$ cat src/rtl/hazard_ctrl.sv
// rtl/hazard_ctrl.sv - pipeline hazard unit: forwarding, load-use and branch stall/flush, post-reset flush window, data-memory wait freeze; HAZARD_PERF_EN adds perf counters
module hazard_ctrl #(
    parameter int FLUSH_CYCLES = 2,
    parameter int MAX_WAIT     = 15,
    parameter int CNT_W        = 32
) (
    input  logic       clk,
    input  logic       reset,
    input  logic [4:0] Rs1D,
    input  logic [4:0] Rs2D,
    input  logic [4:0] Rs1E,
    input  logic [4:0] Rs2E,
    input  logic [4:0] RdE,
    input  logic [4:0] RdM,
    input  logic [4:0] RdW,
    input  logic       PCSrcE,
    input  logic       ResultSrcEb0,
    input  logic       RegWriteM,
    input  logic       RegWriteW,
    input  logic       MemBusyM,
    output logic       StallF,
    output logic       StallD,
    output logic       StallE,
    output logic       StallM,
    output logic       FlushD,
    output logic       FlushE,
    output logic       FlushW,
    output logic [1:0] ForwardAE,
    output logic [1:0] ForwardBE,
    output logic       MemTimeout
`ifdef HAZARD_PERF_EN
    ,
    output logic [CNT_W-1:0] LuStallCnt,
    output logic [CNT_W-1:0] FlushCnt,
    output logic [CNT_W-1:0] WaitCnt
`endif
);

    localparam int IW = (FLUSH_CYCLES > 1) ? $clog2(FLUSH_CYCLES) : 1;
    localparam int WW = $clog2(MAX_WAIT + 1);
    localparam logic [IW-1:0] INIT_LAST = IW'(FLUSH_CYCLES - 1);
    localparam logic [WW-1:0] WAIT_MAX  = WW'(MAX_WAIT);

    typedef enum logic [1:0] {S_INIT, S_RUN, S_WAIT} state_t;

    state_t        state;
    state_t        nextState;
    logic [IW-1:0] initCnt;
    logic [WW-1:0] waitCnt;
    logic [WW-1:0] waitNext;
    logic          lwStall;
    logic          memWait;
    logic          runActive;

    // Forwarding: Memory stage wins over Writeback; x0 never forwards; held at 00 while in reset
    always_comb begin
        ForwardAE = 2'b00;
        ForwardBE = 2'b00;
        if (reset) begin
            if (RegWriteM && (RdM != 5'd0) && (RdM == Rs1E))      ForwardAE = 2'b10;
            else if (RegWriteW && (RdW != 5'd0) && (RdW == Rs1E)) ForwardAE = 2'b01;
            if (RegWriteM && (RdM != 5'd0) && (RdM == Rs2E))      ForwardBE = 2'b10;
            else if (RegWriteW && (RdW != 5'd0) && (RdW == Rs2E)) ForwardBE = 2'b01;
        end
    end

    // Next state and steering; a busy memory freezes the pipe in the same cycle it is seen
    always_comb begin
        nextState = state;
        StallF    = 1'b0;
        StallD    = 1'b0;
        StallE    = 1'b0;
        StallM    = 1'b0;
        FlushD    = 1'b0;
        FlushE    = 1'b0;
        FlushW    = 1'b0;
        lwStall   = ResultSrcEb0 && (RdE != 5'd0) && ((RdE == Rs1D) || (RdE == Rs2D));
        memWait   = (state != S_INIT) && MemBusyM;
        runActive = (state != S_INIT) && !MemBusyM;
        waitNext  = (state == S_WAIT) ? ((waitCnt == WAIT_MAX) ? waitCnt : waitCnt + WW'(1))
                                      : WW'(1);
        case (state)
            S_RUN, S_WAIT: begin
                if (MemBusyM) begin
                    StallF    = 1'b1;
                    StallD    = 1'b1;
                    StallE    = 1'b1;
                    StallM    = 1'b1;
                    FlushW    = 1'b1;
                    nextState = S_WAIT;
                end else begin
                    StallF    = lwStall;
                    StallD    = lwStall;
                    FlushD    = PCSrcE;
                    FlushE    = lwStall || PCSrcE;
                    nextState = S_RUN;
                end
            end
            default: begin
                FlushD = 1'b1;
                FlushE = 1'b1;
                if (initCnt == INIT_LAST) nextState = S_RUN;
                else                      nextState = S_INIT;
            end
        endcase
    end

    // State, flush-window counter, per-episode wait counter and sticky timeout
    always_ff @(posedge clk or negedge reset) begin
        if (!reset) begin
            state      <= S_INIT;
            initCnt    <= '0;
            waitCnt    <= '0;
            MemTimeout <= 1'b0;
        end else begin
            state <= nextState;
            if ((state == S_INIT) && (initCnt != INIT_LAST)) initCnt <= initCnt + IW'(1);
            if (memWait) begin
                waitCnt <= waitNext;
                if (waitNext == WAIT_MAX) MemTimeout <= 1'b1;
            end
        end
    end

`ifdef HAZARD_PERF_EN
    // Saturating event counters for load-use stalls, branch flushes and memory wait cycles
    always_ff @(posedge clk or negedge reset) begin
        if (!reset) begin
            LuStallCnt <= '0;
            FlushCnt   <= '0;
            WaitCnt    <= '0;
        end else begin
            if (runActive && lwStall && (LuStallCnt != '1)) LuStallCnt <= LuStallCnt + CNT_W'(1);
            if (runActive && PCSrcE && (FlushCnt != '1))    FlushCnt   <= FlushCnt + CNT_W'(1);
            if (memWait && (WaitCnt != '1))                 WaitCnt    <= WaitCnt + CNT_W'(1);
        end
    end
`endif

endmodule

$ cat config.mk
export PLATFORM = sky130hd
export DESIGN_NAME = hazard_ctrl
export DESIGN_NICKNAME = d
export VERILOG_FILES = /design/src/rtl/hazard_ctrl.sv
export SDC_FILE = /design/constraint.sdc
export NUM_CORES = 1
export LEC_CHECK = 0
export CAP_MARGIN = 40
export CORE_MARGIN = 8
export CORE_UTILIZATION = 37
export CTS_BUF_LIST = sky130_fd_sc_hd__clkbuf_16
export DETAILED_ROUTE_END_ITERATION = 10
export GPL_TIMING_DRIVEN = 0
export PLACE_DENSITY = 0.85
export SKIP_CTS_REPAIR_TIMING = 1
export SLEW_MARGIN = 20
export SYNTH_ARGS = -nofsm -noshare
export SYNTH_HDL_FRONTEND = slang
export SYNTH_SLANG_ARGS = --single-unit
$ cat constraint.sdc
create_clock -name clk -period 2.57 [get_ports clk]
set_input_delay 0.771 -clock clk [delete_from_list [all_inputs] [get_ports clk]]
set_output_delay 0.771 -clock clk [all_outputs]
set_load 0.01 [all_outputs]
==> results.ini <==
[outcome]
status = finished with violations
violations = negative setup slack

[setup_path]
worstSetupEndpointType = primary output
critPathKind = primary input to primary output
cp-startpoint = RegWriteW
path_buf_inv = 2
r2r_cells = 5
r2r-start = waitCnt[0]
critPathSlowestCell = or4_4
cp.arrival_ns = 2.23
crit_cells = 5
required_ns = 1.80
max_stage_delay_ns = 0.55
cp_max_fo = 2
crit_path_cell_trace = clkdlybuf4s50_1 -> o211ai_1 -> or4_4 -> nor4_4 -> buf_2
critPathLaunchType = primary input
cpLargestDelayFamily = simple AND/OR/NAND/NOR gates

[clocking]
clk_path_buf_depth = 2
tritoncts = done
clk_latency_ns = 0.23
cts_buffers = 3
cts.sinks = 8
clk_pin_slew_ns = 0.04
cts_max_level = 1
root_buffer = clkbuf_16

[timing]
finalSetupViolations = 7
hold_viol = 0
max_freq_mhz = 333
finalCritPeriodShare_pct = 117
skew_ns = 0.00302
fin_tns_setup_ns = -1.69
slew_headroom_pct = 71.5
setup_ws_ns = -0.432
final.min_clock_period_ns = 3.00
tightest_slew_ns = 0.427
rsz0062_at_grt = yes
slew_viol_final = 0

[routing]
ant_nets = 0
first_pass_iters = 4
via_count = 1062
drc = 0
wirelength_um = 3690
wl_per_cell_um = 19.2
vias_per_cell = 5.53
drt_iter0_drc = 18

[synth]
syn-num-nets = 149
synth_most_common_cell = xor2_1
netlist_area_um2 = 883
synth_area_leaders = xor2_1 24%, dfrtp_1 23%, xnor2_1 5.9%
yosysTopAreaCell = xor2_1
avgSynthCellArea_um2 = 8.49
syn-instance-count = 104
synth_cell_types = 34
synth_top_area_share_pct = 23.8
ys_seq_area_share_pct = 22.7
synthFlopType = dfrtp_1
synth-seq-cells = 8
synth_common_cells = 24 x xor2_1, 8 x dfrtp_1, 6 x nand2_1, 6 x nor2_1, 6 x xnor2_1
synth_edf_count = 0
yosysWarnings = 0
async_reset_ff_share_pct = 100

[grt]
grt_pass1_wl_um = 4910
grt.overflow.total = 0
grt_pass1_vias = 1125
grt_start_max_net_pins = 12
antenna_found_initial = 1
grt_usage_pct = 14.4

[placed_design]
hpwlAfterDp_um = 2610
port_buffers = 53
gp_congestion = 0.850
place_area_mm2 = 0.00148

[cells_and_area]
fin_area_mm2 = 0.00172
fillers = 130
fin_nets = 210
area_delta_synth_final_pct = 94.8
drive_above_1_share_pct = 29.4

[die]
rows = 17
chipWidth_um = 64.9
die_y_um = 64.9
core_mm2 = 0.00223
die_area_mm2 = 0.00421
num_io_pins = 54
start_util_pct = 39.6

[power]
powerDensity_mw_per_mm2 = 592
total_leakage_power_nw = 0.973
ir_drop_mv = 0.527

[worst_hold_path]
hold_path_class = primary input to asynchronous set/reset pin

[flow_run]
cap_violations = 0

-- logic make-up (layout without fill, tap and decap cells) --
group                    after synthesis  after routing  share of synthesized area, %
adder cells (fa/ha/maj)                3              3                          4.25
AO/OA/AOI/OAI                         17             17                          13.2
other                                  0              1                             0
buffers and inverters                  8             67                          4.67
XOR/XNOR                              30             30                          29.7
AND/OR/NAND/NOR                       37             37                          24.4
multiplexers                           1              1                          1.13
flip-flops                             8              8                          22.7
-- cell usage in the layout, fill, tap and decap left out, types with 5 or more instances in the layout --
cell | Yosys | routed
nand3_1 | 5 | 5
dlymetal6s2s_1 | 0 | 29
dfrtp_1 | 8 | 8
xnor2_1 | 6 | 6
nor2_1 | 6 | 6
nand2_1 | 6 | 6
xor2_1 | 24 | 22
clkbuf_2 | 0 | 7
clkdlybuf4s50_1 | 0 | 5
buf_6 | 0 | 7
-- registers in the layout, indices dropped and copies added, names as in the netlist --
register    cells
waitCnt         4
initCnt         1
state           2
MemTimeout      1
-- per-stage QoR --
step | power, W | instances | hold WS, ns | utilization [%] | setup slack (ns)
finish | 0.00102 | 192 | 0.412 | 77.0 | -0.432
global route | 0.00107 | 192 | 0.424 | 77.0 | -0.457
CTS | 0.000982 | 188 | 0.489 | 69.6 | -1.42
detailed placement | 0.000713 | 185 | 0.465 | 66.2 | -1.42
global placement | 0.000694 | 185 | 0.455 | 66.2 | -1.37
floorplan | 0.000447 | 104 | 0.441 | - | -0.0151
-- where the power goes --
part	total, W	internal, W	switching (W)
clock network	0.000264	0.000201	0.0000630
logic	0.000571	0.000287	0.000284
registers	0.000185	0.000157	0.0000274
-- area by class of cell --
| cell class | count | area, µm² | share of cell area (%) |
|---|---|---|---|
| diodes | 1 | 2.50 | 0.145 |
| plain buffers | 4 | 26.3 | 1.53 |
| clock buffers | 3 | 75.1 | 4.36 |
| inverters | 4 | 15.0 | 0.873 |
| multi-input cells | 88 | 774 | 45.0 |
| flip-flops and latches | 8 | 200 | 11.6 |
| well taps | 28 | 35.0 | 2.04 |
| repair buffers | 56 | 592 | 34.4 |
-- path summary, 6_finish.rpt --
path	end	slack [ns]
setup / recovery	ForwardBE[0]	-0.43
setup reg to reg	MemTimeout	0.99
hold / removal	waitCnt[0]	0.41
hold reg to reg	initCnt	0.50
max in group asynchronous	waitCnt[1]	1.93
min in group clk	initCnt	0.50
-- layer usage --
layer | GRT usage, % | routed length [µm]
met1 | 14.3 | 1400
met5 | 0 | 0
met4 | 4.90 | 73
met3 | 4.12 | 173
met2 | 27.7 | 2040
(Power assumes the default switching activity.)
